--- src/rtl/abs_window_sequencer.sv ---
// Windowed |x| integrator for one signed ADC stream: per window of N accepted
// samples it reports sum and peak of |x| and pulses done_o.
//
// state   | meaning
// --------+---------------------------------------------------------------
// S_IDLE  | waiting for start with a non-zero length
// S_RUN   | accepting samples, down-counting remaining samples in window
// S_FLUSH | two cycles letting the |x| pipeline drain into the accumulator
// S_DONE  | publish sum/peak, pulse done_o, then re-arm (cont) or idle
module abs_window_sequencer #(
   parameter int  DATA_WIDTH = 16,
   parameter int  CNT_WIDTH  = 24,
   localparam int ACC_WIDTH  = DATA_WIDTH + CNT_WIDTH
) (
   input  logic                         clk_i,
   input  logic                         rstn_i,
   input  logic signed [DATA_WIDTH-1:0] adc_data_i,
   input  logic                         adc_valid_i,
   input  logic [CNT_WIDTH-1:0]         cfg_len_i,
   input  logic                         cfg_cont_i,
   input  logic                         start_i,
   input  logic                         abort_i,
   output logic                         busy_o,
   output logic                         done_o,
   output logic [ACC_WIDTH-1:0]         sum_o,
   output logic [DATA_WIDTH-1:0]        peak_o,
   output logic [15:0]                  win_cnt_o
);

   typedef enum logic [1:0] {
      S_IDLE,
      S_RUN,
      S_FLUSH,
      S_DONE
   } state_t;

   state_t                 state_q;
   logic [CNT_WIDTH-1:0]   len_q;
   logic                   cont_q;
   logic [CNT_WIDTH-1:0]   cnt_q;
   logic                   flush_cnt_q;

   logic [DATA_WIDTH-1:0]  smp_q;
   logic                   smp_vld_q;
   logic [DATA_WIDTH-1:0]  s1_mag_q;
   logic                   s1_vld_q;
   logic [ACC_WIDTH-1:0]   acc_q;
   logic [DATA_WIDTH-1:0]  peak_q;

   logic                   accept;
   logic [DATA_WIDTH-1:0]  smp_neg;
   logic [DATA_WIDTH-1:0]  smp_mag;

   assign accept  = (state_q == S_RUN) && adc_valid_i && !abort_i;

   // Two's-complement negate without saturation: the most negative code maps
   // onto 2^(DATA_WIDTH-1), which still fits the unsigned magnitude.
   assign smp_neg = ~smp_q + DATA_WIDTH'(1);
   assign smp_mag = smp_q[DATA_WIDTH-1] ? smp_neg : smp_q;

   always_ff @(posedge clk_i or negedge rstn_i) begin
      if (!rstn_i) begin
         state_q     <= S_IDLE;
         len_q       <= '0;
         cont_q      <= 1'b0;
         cnt_q       <= '0;
         flush_cnt_q <= 1'b0;
         smp_q       <= '0;
         smp_vld_q   <= 1'b0;
         s1_mag_q    <= '0;
         s1_vld_q    <= 1'b0;
         acc_q       <= '0;
         peak_q      <= '0;
         busy_o      <= 1'b0;
         done_o      <= 1'b0;
         sum_o       <= '0;
         peak_o      <= '0;
         win_cnt_o   <= '0;
      end else begin
         done_o <= 1'b0;

         smp_vld_q <= accept;
         if (accept) begin
            smp_q <= adc_data_i;
         end
         s1_vld_q <= smp_vld_q;
         s1_mag_q <= smp_mag;
         if (s1_vld_q) begin
            acc_q <= acc_q + ACC_WIDTH'(s1_mag_q);
            if (s1_mag_q > peak_q) begin
               peak_q <= s1_mag_q;
            end
         end

         if (state_q != S_IDLE && abort_i) begin
            // Anything still in the pipeline belongs to the abandoned window.
            state_q   <= S_IDLE;
            busy_o    <= 1'b0;
            smp_vld_q <= 1'b0;
            s1_vld_q  <= 1'b0;
         end else begin
            case (state_q)
               S_IDLE: begin
                  if (start_i && !abort_i && cfg_len_i != '0) begin
                     len_q     <= cfg_len_i;
                     cont_q    <= cfg_cont_i;
                     cnt_q     <= cfg_len_i;
                     acc_q     <= '0;
                     peak_q    <= '0;
                     win_cnt_o <= '0;
                     smp_vld_q <= 1'b0;
                     s1_vld_q  <= 1'b0;
                     busy_o    <= 1'b1;
                     state_q   <= S_RUN;
                  end
               end
               S_RUN: begin
                  if (accept) begin
                     if (cnt_q == CNT_WIDTH'(1)) begin
                        flush_cnt_q <= 1'b1;
                        state_q     <= S_FLUSH;
                     end else begin
                        cnt_q <= cnt_q - CNT_WIDTH'(1);
                     end
                  end
               end
               S_FLUSH: begin
                  if (flush_cnt_q == 1'b0) begin
                     state_q <= S_DONE;
                  end else begin
                     flush_cnt_q <= flush_cnt_q - 1'b1;
                  end
               end
               S_DONE: begin
                  sum_o     <= acc_q;
                  peak_o    <= peak_q;
                  win_cnt_o <= win_cnt_o + 16'd1;
                  done_o    <= 1'b1;
                  if (cont_q) begin
                     acc_q   <= '0;
                     peak_q  <= '0;
                     cnt_q   <= len_q;
                     state_q <= S_RUN;
                  end else begin
                     busy_o  <= 1'b0;
                     state_q <= S_IDLE;
                  end
               end
               default: begin
                  busy_o  <= 1'b0;
                  state_q <= S_IDLE;
               end
            endcase
         end
      end
   end

endmodule

--- config.mk ---
export PLATFORM = sky130hd
export DESIGN_NAME = abs_window_sequencer
export DESIGN_NICKNAME = d
export VERILOG_FILES = /design/src/rtl/abs_window_sequencer.sv
export SDC_FILE = /design/constraint.sdc
export NUM_CORES = 1
export LEC_CHECK = 0
export ABC_CLOCK_PERIOD_IN_PS = 3970
export CORE_MARGIN = 2
export CORE_UTILIZATION = 60
export CTS_CLUSTER_SIZE = 14
export DETAILED_ROUTE_END_ITERATION = 6
export PLACE_DENSITY = 0.88
export SLEW_MARGIN = 20
export SYNTH_ARGS = -nofsm -noshare
export SYNTH_HDL_FRONTEND = slang
export SYNTH_SLANG_ARGS = --single-unit
export TNS_END_PERCENT = 10
--- constraint.sdc ---
create_clock -name clk_i -period 3.97 [get_ports clk_i]
set_input_delay 0.794 -clock clk_i [delete_from_list [all_inputs] [get_ports clk_i]]
set_output_delay 0.794 -clock clk_i [all_outputs]
set_load 0.01 [all_outputs]
# == Yosys cells after proc, flatten, opt, wreduce, memory -nomap -nowiden ==
# Cells that the tools add are included.
# op_classes
n_lt_le_gt_ge,1
reduce_logical,20
n_addsub,5
div,0
multipliers,0
eq_ne,14
shift,0
muxes,42
bitwise,2
# op_table
op,n
40-bit two-way mux,4
16-bit two-way mux,7
24-bit two-way mux,4
40-bit case mux with 2 select lines,1
24-bit case mux with 3 select lines,1
16-bit case mux with 2 select lines,2
40-bit by 16-bit adder with 40-bit output,1
"16-bit by 1-bit adder with 16-bit output, second input constant",2
"24-bit by 1-bit == test with 1-bit output, second input constant",1
24-bit nonzero test,1
"24-bit by 1-bit subtractor with 24-bit output, second input constant",1
16-bit > comparator,1
16-bit inverter,1
1-bit two-way mux,15
2-bit two-way mux,5
"3-bit != test, second input constant",3
3-bit AND reduction,3
"2-bit != test, second input constant",4
2-bit case mux with 4 select lines,1
4-bit AND reduction,2
6-bit AND reduction,1
2-bit nonzero test,3
3-bit nonzero test,2
1-bit logical AND,5
other kinds (11),13
# word_totals
register_bits,216
mem_count,0
word_cells,100
inputBits,46
ramBits,0
latch_bits,0
rom_bits,0

# == Longest topological paths before layout ==
# logic_depth
depth_word,6
depth_mapped,11
mapped_depth_nobuf,9

# == Worst setup path before layout ==
# Ideal clock, no wire load.
# synth_timing
path_kind,input-to-reg
startpoint,input cfg_len_i[14]
endpoint,register acc_q[29]
cell_stages,8
arrival_ns,2.381
slack_ns,1.507
required_ns,3.887
n_path_buf,2
path_cell_list,nor4_1 > nand4_1 > o21a_1 > and3b_1 > clkbuf_1 > clkbuf_1 > a2111o_1 > o21ai_0
# synth_between
elab_chain_cells,5
# synth_rtl
item,line_no,text
"start, declared",19,"input logic [CNT_WIDTH-1:0] cfg_len_i,"
24-bit nonzero test,104,if (start_i && !abort_i && cfg_len_i != '0) begin
1-bit logical AND,104,
40-bit two-way mux,104,
40-bit case mux with 2 select lines,102,case (state_q)
40-bit two-way mux,95,if (state_q != S_IDLE && abort_i) begin
"end signal, assigned",89,acc_q <= acc_q + ACC_WIDTH'(s1_mag_q);
"end, declared",47,logic [ACC_WIDTH-1:0] acc_q;
# Every way passes these cells.
# A chain may end at the register's enable or synchronous reset.

# == Worst setup path after layout ==
# layout_timing
startpoint,input cfg_len_i[5]
endpoint,register acc_q[27]
# The elaborated chain is that of the path after synthesis.

==> impl_metrics.ini <==
[run_status]
status = completed

[synth]
synth_compound_area_share_pct = 15.55
ys_seq_elements = 216
yosys-top-cells-count = dfrtp_1, nand2_1, mux2_2, o21ai_0, nor2_1
synth_top_area_cell = dfrtp_1
syn_inst = 1085
synth.distinct_cells = 76
ys_seq_area_share_pct = 48.21
yosys.area_share.adder_pct = 4.754
syn_nets = 1173
synth_area_leaders = dfrtp_1, mux2_2, ha_1
synth-main-ff-cell = dfrtp_1
syn_avg_cell_area_um2 = 10.33
yosysMostFrequentCell = dfrtp_1
synth-simple-area-share_pct = 15.85
synth_top_area_share_pct = 48.21
synthMuxAreaShare_pct = 9.988
synthArstFlopShare_pct = 100.0
syn_area_um2 = 11210
synth_xor_area_share_pct = 2.343
yosysWarningCount = 0
synth-edff-count = 0
synth_top_family_by_area = simple AND/OR/NAND/NOR gates

[floorplan]
die_area_um2 = 19800
initial_core_util_pct = 61.78
fp.dieH_um = 140.7
rows = 49
die_w_um = 140.7
coreArea_um2 = 18150
io-pin-count = 120

[clock_network]
cts_setup_buffers = 0
worstSkewPairLatency_ns = 0.52
clkSinkCount = 216
cts_tree = yes
root_buffer = clkbuf_16
numCtsBuffers = 23
path_clk_slew_ns = 0.06
cts_resized = 0
cts_hold_buf = 0
h-tree-depth = 1
clockBufferDepth = 3

[placement]
dp_slack_ns = 0.4686
dp_cells = 1397
io_buffers = 119
dp_hpwl_mm = 18.40
gp_congestion = 0.9089
postPlaceCellArea_um2 = 12650

[sta]
period_needed_ns = 3.062
fin_ws_ns = 0.9078
slew_headroom_pct = 25.69
max_clock_freq_ghz = 0.3266
tns_ns = 0
rsz0062_at_grt = no
skew_ns = 0.01290
finalHoldViolCount = 0
slew_violations = 0
whs_ns = 0.3495
worstMarginPinSlew_ns = 1.115
setup_viol_count_final = 0
fin_crit_sh_pct = 77.13

[drt]
drc = 0
drtPass1Iterations = 5
wire_per_inst_um = 18.93
via_per_inst = 6.362
via_count = 9149
wirelength_mm = 27.22
drtIter0Drc = 762
postRouteAntennaNets = 0

[finish]
drive_gt1_share_pct = 12.41
area_delta_synth_final_pct = 19.70
seq_area_um2 = 5405
n_fill_cell = 1219
multiInputGateArea_um2 = 5454
postLayoutCellArea_um2 = 13420
fin_cells = 1438
nNetsFinal = 1281
antenna_cells = 0

[setup_path]
start_kind = input port
worstSetupEndpointType = flip-flop
critical_path_required_ns = 4.38
critical_path_class = in2reg
cp.arrival_ns = 3.47
cp_max_fo = 27

[global_route]
grt_pass1_wl_mm = 45.59
grt.total_usage_pct = 27.98
antenna_found_initial = 0
grt_use_met3_pct = 3.668
grtUsageMet2_pct = 48.27
grt-ovfl-total = 0
met1_usage_pct = 36.52
grt_pass1_vias = 9094
grt_max_degree = 104
grt.busiest_layer = met2

[hold_path]
min_path_type = in2async

[flow_run]
cap_violations = 0

[power]
p_leak_uw = 0.005685
ir_worst_vdd_mv = 0.4996
powerDensity_nw_per_um2 = 707.8
-- path summary, 6_finish.rpt --
path / from / end / slack [ns] / cells after the start
worst min-delay path: rstn_i / peak_o[6]$_DFFE_PN0P_ / 0.35 / 1
worst max-delay path: cfg_len_i[5] / acc_q[27]$_DFF_PN0_ / 0.91 / 7
worst min register to register: smp_q[0]$_DFFE_PN0P_ / s1_mag_q[0]$_DFF_PN0_ / 0.47 / 0
worst max register to register: state_q[0]$_DFFE_PN0P_ / acc_q[2]$_DFF_PN0_ / 1.05 / 7
max in group asynchronous: rstn_i / len_q[2]$_DFFE_PN0P_ / 2.59 / 2
min in group clk_i: smp_q[0]$_DFFE_PN0P_ / s1_mag_q[0]$_DFF_PN0_ / 0.47 / 0
-- layer usage --
metal	share of wire [%]	vias up
li1	-	4203
met1	40	4508
met2	51	352
met3	5.3	86
met4	3.9	0
met5	0	-
-- registers in the layout, indices dropped and copies added, names as in the netlist, 2 cells and up --
register / count
peak_o: 16
smp_q: 16
acc_q: 40
cnt_q: 24
sum_o: 40
peak_q: 16
win_cnt_o: 16
len_q: 24
s1_mag_q: 16
state_q: 2
-- placed cells by master (no fill, tap or decap), drive strengths merged, types with 7 or more instances in the layout --
| cell | count |
|---|---|
| inv | 40 |
| nand4 | 20 |
| or3 | 18 |
| nor2b | 7 |
| o211ai | 10 |
| mux2i | 23 |
| clkbuf | 37 |
| ha | 41 |
| a221oi | 11 |
| o31ai | 15 |
| buf | 19 |
| a2111o | 9 |
| nand2b | 7 |
| nor4 | 13 |
| xnor2 | 22 |
| nor3 | 12 |
| dfrtp | 216 |
| nand3 | 27 |
| a21o | 11 |
| nand2 | 118 |
| a22oi | 10 |
| or4 | 14 |
| mux2 | 79 |
| o21ai | 78 |
| a21oi | 51 |
| and3 | 10 |
| clkdlybuf4s50 | 118 |
| nor3b | 7 |
| xor2 | 8 |
| nor2 | 61 |
| o21a | 8 |
-- power breakdown --
group	switching (uW)	internal [uW]
Clock	864	1310
Sequential	721	2920
Combinational	1970	1710
-- layout make-up --
cell class,count,share of cell area [%]
clock inverter,5,0.6060
timing repair buffer,138,10.15
inverter,39,1.091
multi-input combinational,775,40.64
tap,229,2.135
sequential,216,40.28
clock buffer,36,5.100
-- stage by stage --
| step | total power [uW] | util (%) |
|---|---|---|
| 3_5_place_dp | 7216 | 69.73 |
| 6_report | 9500 | 73.95 |
| 2_1_floorplan | 5976 | - |
| 4_1_cts | 9470 | 73.95 |
| 5_1_grt | 10070 | 73.95 |
| 3_3_place_gp | 6984 | 69.73 |
-- logic make-up after synthesis --
group                    count (synthesis)
adder cells (fa/ha/maj)                 42
buffers and inverters                   94
AND/OR/NAND/NOR                        341
multiplexers                           102
AO/OA/AOI/OAI                          260
XOR/XNOR                                30
flip-flops                             216
-- critical path, stage by stage --
cell             delay [ns]
clkdlybuf4s50_1        0.47
nor4_1                 0.33
nand4_1                0.37
o21a_1                 0.34
and3b_1                0.54
a2111o_1               0.51
o21ai_0                0.11
Power figures use the tool's default switching activity.
